**config.mk**
```make
export PLATFORM = sky130hd
export DESIGN_NAME = signed_down_syncreset_modulomax_counter_flat
export DESIGN_NICKNAME = d
export VERILOG_FILES = /design/src/rtl/signed_down_syncreset_modulomax_counter_pkg.sv /design/src/rtl/signed_down_syncreset_modulomax_counter_if.sv /design/src/rtl/signed_down_syncreset_modulomax_counter_down_mod_step.sv /design/src/rtl/signed_down_syncreset_modulomax_counter.sv /design/src/flat_wrapper.sv
export SDC_FILE = /design/constraint.sdc
export NUM_CORES = 1
export LEC_CHECK = 0
export CORE_AREA = 4 4 41 43
export CTS_BUF_LIST = sky130_fd_sc_hd__clkbuf_8
export CTS_CLUSTER_SIZE = 16
export DETAILED_ROUTE_END_ITERATION = 12
export DIE_AREA = 0 0 45 47
export PLACE_DENSITY_LB_ADDON = 0.12
export SYNTH_ARGS = -nofsm -noshare
export SYNTH_HDL_FRONTEND = slang
export SYNTH_SLANG_ARGS = --single-unit
```
**constraint.sdc**
```tcl
create_clock -name C -period 2.3 [get_ports C]
set_input_delay 0.69 -clock C [delete_from_list [all_inputs] [get_ports C]]
set_output_delay 0.69 -clock C [all_outputs]
set_load 0.005 [all_outputs]
```
**src/rtl/signed_down_syncreset_modulomax_counter_pkg.sv**
```systemverilog
// Shared definitions for the modulo-MAX down counter: FSM states, mode
// encodings and the parameter legality check used at elaboration.
package counter_pkg;

  typedef enum logic [1:0] {
    IDLE = 2'd0,
    RUN  = 2'd1,
    DONE = 2'd2
  } state_t;

  localparam logic MODE_ONESHOT = 1'b0;
  localparam logic MODE_WRAP    = 1'b1;

  // True when a modulus of max fits in a counter of max_sqrt bits.
  function automatic bit max_fits(input longint max, input int max_sqrt);
    return max <= (longint'(1) << max_sqrt);
  endfunction

endpackage

```
**src/rtl/signed_down_syncreset_modulomax_counter_if.sv**
```systemverilog
// Control/status bundle of the down counter; the block owning the counter
// uses the slave view, whoever drives it uses the master view.
interface signed_down_syncreset_modulomax_counter_if #(
  parameter int MAX_SQRT = 4
);
  logic                CE;
  logic                L;
  logic [MAX_SQRT-1:0] D;
  logic                MODE;
  logic [MAX_SQRT-1:0] Q;
  logic                TC;
  logic                BUSY;

  modport master (output CE, L, D, MODE, input Q, TC, BUSY);
  modport slave  (input CE, L, D, MODE, output Q, TC, BUSY);
endinterface

```
**src/rtl/signed_down_syncreset_modulomax_counter_down_mod_step.sv**
```systemverilog
// Combinational next-value unit: one decrement step modulo MAX, with a flag
// marking the 1 -> 0 transition that produces the terminal count.
module down_mod_step
  import counter_pkg::*;
#(
  parameter int MAX_SQRT = 4,
  parameter int MAX      = MAX_SQRT * MAX_SQRT
) (
  input  logic [MAX_SQRT-1:0] q,
  input  logic                mode,
  output logic [MAX_SQRT-1:0] q_next,
  output logic                hit_zero
);

  localparam logic [MAX_SQRT-1:0] Q_TOP = MAX_SQRT'(MAX - 1);

  always_comb begin
    q_next   = q;
    hit_zero = 1'b0;
    if (q != '0) begin
      q_next   = q - MAX_SQRT'(1);
      hit_zero = (q == MAX_SQRT'(1));
    end else if (mode == MODE_WRAP) begin
      // Wrapping from 0 reloads the top value without a terminal count.
      q_next = Q_TOP;
    end
  end

endmodule

```
**src/rtl/signed_down_syncreset_modulomax_counter.sv**
```systemverilog
// Loadable modulo-MAX down counter with one-shot / auto-wrap modes, clock
// enable, registered terminal-count pulse and busy flag.
module signed_down_syncreset_modulomax_counter
  import counter_pkg::*;
#(
  parameter int MAX_SQRT = 4,
  parameter int MAX      = MAX_SQRT * MAX_SQRT
) (
  input  logic C,
  input  logic CLR,
  signed_down_syncreset_modulomax_counter_if.slave bus
);

  if (MAX_SQRT < 2 || MAX_SQRT == 3 || !max_fits(MAX, MAX_SQRT)) begin : g_param_err
    $error("illegal counter parameters: MAX_SQRT=%0d MAX=%0d", MAX_SQRT, MAX);
  end

  state_t              state;
  logic                mode_r;
  logic [MAX_SQRT-1:0] q_r;
  logic                tc_r;
  logic                busy_r;

  logic [MAX_SQRT-1:0] d_red;
  logic [MAX_SQRT-1:0] q_next;
  logic                hit_zero;

  // Reduction only changes D when D >= MAX, so a plain modulo is exact.
  assign d_red = MAX_SQRT'(32'(bus.D) % MAX);

  down_mod_step #(
    .MAX_SQRT (MAX_SQRT),
    .MAX      (MAX)
  ) u_step (
    .q        (q_r),
    .mode     (mode_r),
    .q_next   (q_next),
    .hit_zero (hit_zero)
  );

  always_ff @(posedge C) begin
    if (CLR) begin
      state  <= IDLE;
      mode_r <= MODE_ONESHOT;
      q_r    <= '0;
      tc_r   <= 1'b0;
      busy_r <= 1'b0;
    end else if (bus.L) begin
      q_r    <= d_red;
      mode_r <= bus.MODE;
      tc_r   <= 1'b0;
      if (bus.MODE == MODE_ONESHOT && d_red == '0) begin
        state  <= DONE;
        busy_r <= 1'b0;
      end else begin
        state  <= RUN;
        busy_r <= 1'b1;
      end
    end else begin
      // TC is a single-cycle pulse: it only survives the RUN/CE branch below.
      tc_r <= 1'b0;
      case (state)
        RUN: begin
          if (bus.CE) begin
            q_r  <= q_next;
            tc_r <= hit_zero;
            if (hit_zero && mode_r == MODE_ONESHOT) begin
              state  <= DONE;
              busy_r <= 1'b0;
            end
          end
        end
        default: ;
      endcase
    end
  end

  assign bus.Q    = q_r;
  assign bus.TC   = tc_r;
  assign bus.BUSY = busy_r;

endmodule

```
**src/flat_wrapper.sv**
```systemverilog
// flat-port wrapper written by rule: the top's interface ports become plain ports
module signed_down_syncreset_modulomax_counter_flat import counter_pkg::*;
#(
  parameter int MAX_SQRT = 4,
  parameter int MAX      = MAX_SQRT * MAX_SQRT
)
  (C, CLR, bus_CE, bus_L, bus_D, bus_MODE, bus_Q, bus_TC, bus_BUSY);
  signed_down_syncreset_modulomax_counter_if #(.MAX_SQRT(MAX_SQRT)) bus_i ();
  input  logic C;
  input  logic CLR;
  input wire logic [$bits(bus_i.CE)-1:0] bus_CE;
  input wire logic [$bits(bus_i.L)-1:0] bus_L;
  input wire logic [$bits(bus_i.D)-1:0] bus_D;
  input wire logic [$bits(bus_i.MODE)-1:0] bus_MODE;
  output wire logic [$bits(bus_i.Q)-1:0] bus_Q;
  output wire logic [$bits(bus_i.TC)-1:0] bus_TC;
  output wire logic [$bits(bus_i.BUSY)-1:0] bus_BUSY;
  assign bus_i.CE = bus_CE;
  assign bus_i.L = bus_L;
  assign bus_i.D = bus_D;
  assign bus_i.MODE = bus_MODE;
  assign bus_Q = bus_i.Q;
  assign bus_TC = bus_i.TC;
  assign bus_BUSY = bus_i.BUSY;
  signed_down_syncreset_modulomax_counter #(.MAX_SQRT(MAX_SQRT), .MAX(MAX)) u_core (.C(C), .CLR(CLR), .bus(bus_i));
endmodule
```
=== After elaboration in Yosys (flattened, before gate mapping) ===
Index checks and enable logic that the tools add are counted.

* Bits in latches: 0
* Memory bits (read-only): 0
* Register bits after elaboration: 9
* Bits in writable memories: 0
* Output and inout bits: 6
* Memories kept: 0

* Multiply operators: 0
* Multiplexer cells: 16
* Shift-type cells: 0
* Add/subtract/negate cells: 1
* Bitwise logic cells: 4
* Divide/modulo/power cells: 0
* $lt $le $gt $ge: 0
* Equal/unequal tests: 2
* Reductions and logical operators: 11

{| class="wikitable"
|+ Operators with widths
! kind !! number
|-
| $mux 4 || 5
|-
| $mux 2 || 5
|-
| $mux 1 || 6
|-
| $reduce_and 3->1 || 2
|-
| $reduce_bool 2->1 || 3
|-
| $eq 4x1->1 const B || 1
|-
| $logic_not 4->1 || 1
|-
| $not 1->1 || 4
|-
| $reduce_bool 4->1 || 1
|-
| $reduce_or 4->1 || 1
|-
| $sub 4x1->4 const B || 1
|-
| $reduce_bool 3->1 || 1
|-
| $eq 2x1->1 const B || 1
|-
| $logic_and 1x1->1 || 2
|}

=== Longest topological paths before layout ===
* Depth after elaboration: 7
* Mapped depth: 5
* Depth with buffers taken out: 5

=== By module ===
From an unflattened synthesis, not the netlist that was laid out.

* Cell total of the unflattened synthesis: 59
* Area total of the unflattened synthesis: 515.5 um^2

{| class="wikitable"
|+ Modules (own cells, without submodules)
! module !! seq. area each (um^2) !! area an instance (um^2) !! instances !! cells each
|-
| signed_down_syncreset_modulomax_counter || 160.2 || 386.6 || 1 || 40
|-
| down_mod_step || 0.0 || 128.9 || 1 || 19
|}

=== Worst setup path before layout ===
No wires, ideal clock.

* Path kind: register to register
* Start point: register u_core.q_r[0] (netlist: u_core.bus.Q[0])
* End point: register u_core.q_r[2] (netlist: u_core.bus.Q[2])
* Arrival time: 1.538 ns
* Cell stages (with the launch flop): 6
* Slack: 0.642 ns
* Buffers on the path: 0
* Cell sequence: dfxtp_1 inv_1 ha_1 or4b_4 and4_1 o31a_1

* Longest elaborated chain between the ends: 5
* Elaborated cells between the ends (all ways): 8
* Classes of those cells: add/sub (1); mux (4); reduce/logical (3)

{| class="wikitable"
|+ RTL lines
! item !! RTL line !! source
|-
| from (decl) || signed_down_syncreset_modulomax_counter.sv:20 || <nowiki>logic [MAX_SQRT-1:0] q_r;</nowiki>
|-
| from (signal assigned) || signed_down_syncreset_modulomax_counter.sv:49 || <nowiki>q_r <= d_red;</nowiki>
|-
| from (signal assigned) || signed_down_syncreset_modulomax_counter.sv:65 || <nowiki>q_r <= q_next;</nowiki>
|-
| $sub 4x1->4 / $reduce_bool 4->1 (equally long branches) || signed_down_syncreset_modulomax_counter_down_mod_step.sv:21, signed_down_syncreset_modulomax_counter_down_mod_step.sv:20 ||
|-
| $mux 4 || signed_down_syncreset_modulomax_counter_down_mod_step.sv:20 || <nowiki>if (q != '0) begin</nowiki>
|-
| $mux 4 || signed_down_syncreset_modulomax_counter.sv:64 || <nowiki>if (bus.CE) begin</nowiki>
|-
| $mux 4 || signed_down_syncreset_modulomax_counter.sv:62 || <nowiki>case (state)</nowiki>
|-
| $mux 4 || signed_down_syncreset_modulomax_counter.sv:48 || <nowiki>end else if (bus.L) begin</nowiki>
|}

Several ways; a longest one is shown, not always the timed one. The select of a mux whose other input is x is not followed.
A chain may end at the register's enable or synchronous reset.

=== Worst setup path in the final report ===
* Start point: register u_core.q_r[3] (netlist: u_core.bus.Q[3])
* End point: output bus_Q[3]

{| class="wikitable"
|+ RTL lines
! item !! RTL line !! source
|-
| to (decl) || flat_wrapper.sv:15 || <nowiki>output wire logic [$bits(bus_i.Q)-1:0] bus_Q;</nowiki>
|}

No word-level cell between the ends.

==> flow_summary.toml <==
[sta]
fin_skew_ns = 0.00298
slew_viol_final = 0
tightest_slew_ns = 0.398
rsz0062_at_grt = "false"
fmax_ghz = 0.524
tns_ns = 0
final-setup-viol-count = 0
fin_crit_sh_pct = 82.9
final.min_clock_period_ns = 1.91
finalHoldViolCount = 0
maxSlewHeadroom_pct = 73.1

[yosys]
async_flop_share_pct = 0
synth_top_area_share_pct = 36.1
synth_seq_cells = 8
synth-edff-count = 0
avgSynthCellArea_um2 = 9.06
synth_area_leader_cell = "dfxtp_1"
ys_seq_area_share_pct = 36.1
synth.distinct_cells = 29
synthCells = 49
mappedNetlistArea_um2 = 444
synth_nets = 60
synth.area.top_cells = "dfxtp_1, a32o_1, ha_1, inv_1, nor4b_1"
yosys_warnings = 0
synthFlopType = "dfxtp_1"

[final_layout]
drive_gt1_share_pct = 9.23
num_antenna_cells = 0
fin_nets = 78
stdcell_area_um2 = 643
final_util_pct = 49.4
syn_to_final_growth_pct = 44.8

[grt]
antenna_found_initial = 0
grt_pass1_wl_mm = 1.88
grt_max_degree = 11
grt_pass1_vias = 419
grt-ovfl-total = 0
grt_use_total_pct = 12.7

[die]
die_width_um = 45
rows = 13
core_area_um2 = 1300
start_util_pct = 34.1
die_h_um = 47
io_pins = 15
die-area_um2 = 2120

[clock_network]
cts_setup_buffers = 0
numCtsBuffers = 3
cts_hold_buf = 0
cts.path.max_buffers = 2
cts.sinks = 8
clkLatencyLatePin_ns = 0.23
cts_tree = "built"
htree_levels = 1
clockRootBuffer = "clkbuf_8"
cts-resized-gates = 0
clk_pin_slew_ns = 0.04

[worst_setup_path]
worstReg2RegStart = "u_core.bus.Q[0]"
rr_endpoint = "u_core.bus.Q[2]"
ff2ff_setup_slack_ns = 0.52
path_class = "register to output port"
cp_num_buf_inv = 1
slowest_delay_ns = 0.54
cp.depth = 1
crit_path_cell_trace = "clkdlybuf4s50_1"
critical_path_arrival_ns = 1.22
crit_path_start_kind = "register"
crit_slowest_cell = "clkdlybuf4s50_1"
path_delay_family = "buffers and inverters"
end_kind = "output port"
crit_fanout = 7
worstPathRequired_ns = 1.61
r2r_cells = 5

[drt]
ant_nets = 0
viasPerCell = 5.49
firstDrtPassIters = 2
drc = 0
num_vias = 439
post_drt_wl_per_cell_um = 14.0
drt_wl_total_mm = 1.12
first_iter_violations = 5

[run_status]
status = "finished clean"

[worst_hold_path]
min_from = "u_core.bus.BUSY"
hold_class = "register to register"
holdPathStages = 1
hold_end = "u_core.bus.BUSY"

[power_and_ir_drop]
p_leak_nw = 0.256
power.density_nw_per_um2 = 635
ir_drop_mv = 0.385

[placement]
place_area_um2 = 602
portBuffers = 14
place_congestion = 0.779
hpwl_um = 829

[flow_run]
cap_violations = 0
[kinds of logic after synthesis]
logic type               synth area share [%]
AO/OA/AOI/OAI                            23.1
AND/OR/NAND/NOR                          26.8
multiplexers                             2.25
flip-flops                               36.1
buffers and inverters                    6.20
adder cells (fa/ha/maj)                  5.63
[power breakdown]
part	internal, W	total [W]	leakage, nW	switching [W]
clock network	0.000114	0.000172	0.0216	0.0000585
logic	0.0000466	0.0000780	0.168	0.0000314
registers	0.000148	0.000158	0.0661	0.0000105
[through the flow]
stage / setup slack, ns / power (W) / cells / hold WS, ns
finish: 0.393 / 0.000409 / 80 / 0.528
global route: 0.311 / 0.000435 / 80 / 0.562
CTS: 0.371 / 0.000418 / 80 / 0.528
detailed placement: 0.246 / 0.000239 / 77 / 0.518
global placement: 0.308 / 0.000239 / 77 / 0.500
floorplan: 0.642 / 0.000200 / 49 / 0.478
[layout by cell type (no fill, tap or decap), types with 2 or more instances in the layout]
cell type        instances
a21oi_1                  3
a32o_1                   3
inv_1                    5
clkbuf_8                 3
nor2_1                   4
ha_1                     2
clkdlybuf4s50_1         14
dfxtp_1                  8
nor4b_1                  2
[sequential cells by signal, indices dropped and copies added (netlist names)]
register and count:
u_core.bus.Q 4, u_core.bus.BUSY 1, u_core.bus.TC 1, u_core.mode_r 1
u_core.state 1
[cells in the mapped netlist (all sizes together), types with 2 or more instances]
master and instances:
inv 5, a32o 3, a21o 2, a21oi 3
nor2 4, nor4b 2, ha 2, dfxtp 8
[layout make-up]
type / count / area [µm²]
inverter: 5 / 18.8
sequential: 8 / 160
timing repair buffer: 15 / 148
multi-input combinational: 34 / 256
fill: 133 / 658
clock buffer: 3 / 41.3
tap: 15 / 18.8
[metal layers]
layer	global-route usage [%]	vias to the layer above	wire [µm]
met1	16.0	204	537
met5	0	-	0
met4	3.51	0	0
met2	18.4	15	472
met3	7.28	0	111
li1	-	220	-
[how the worst max path moves through the flow]
stage                                  to             from  slack [ns]
after floorplan           u_core.bus.Q[2]  u_core.bus.Q[0]        0.64
after global placement    u_core.bus.Q[0]           bus_CE        0.31
after detailed placement  u_core.bus.Q[0]           bus_CE        0.25
after CTS                        bus_Q[3]  u_core.bus.Q[3]        0.37
after global routing             bus_Q[3]  u_core.bus.Q[3]        0.31
final                            bus_Q[3]  u_core.bus.Q[3]        0.39
Power figures use the tool's default switching activity.
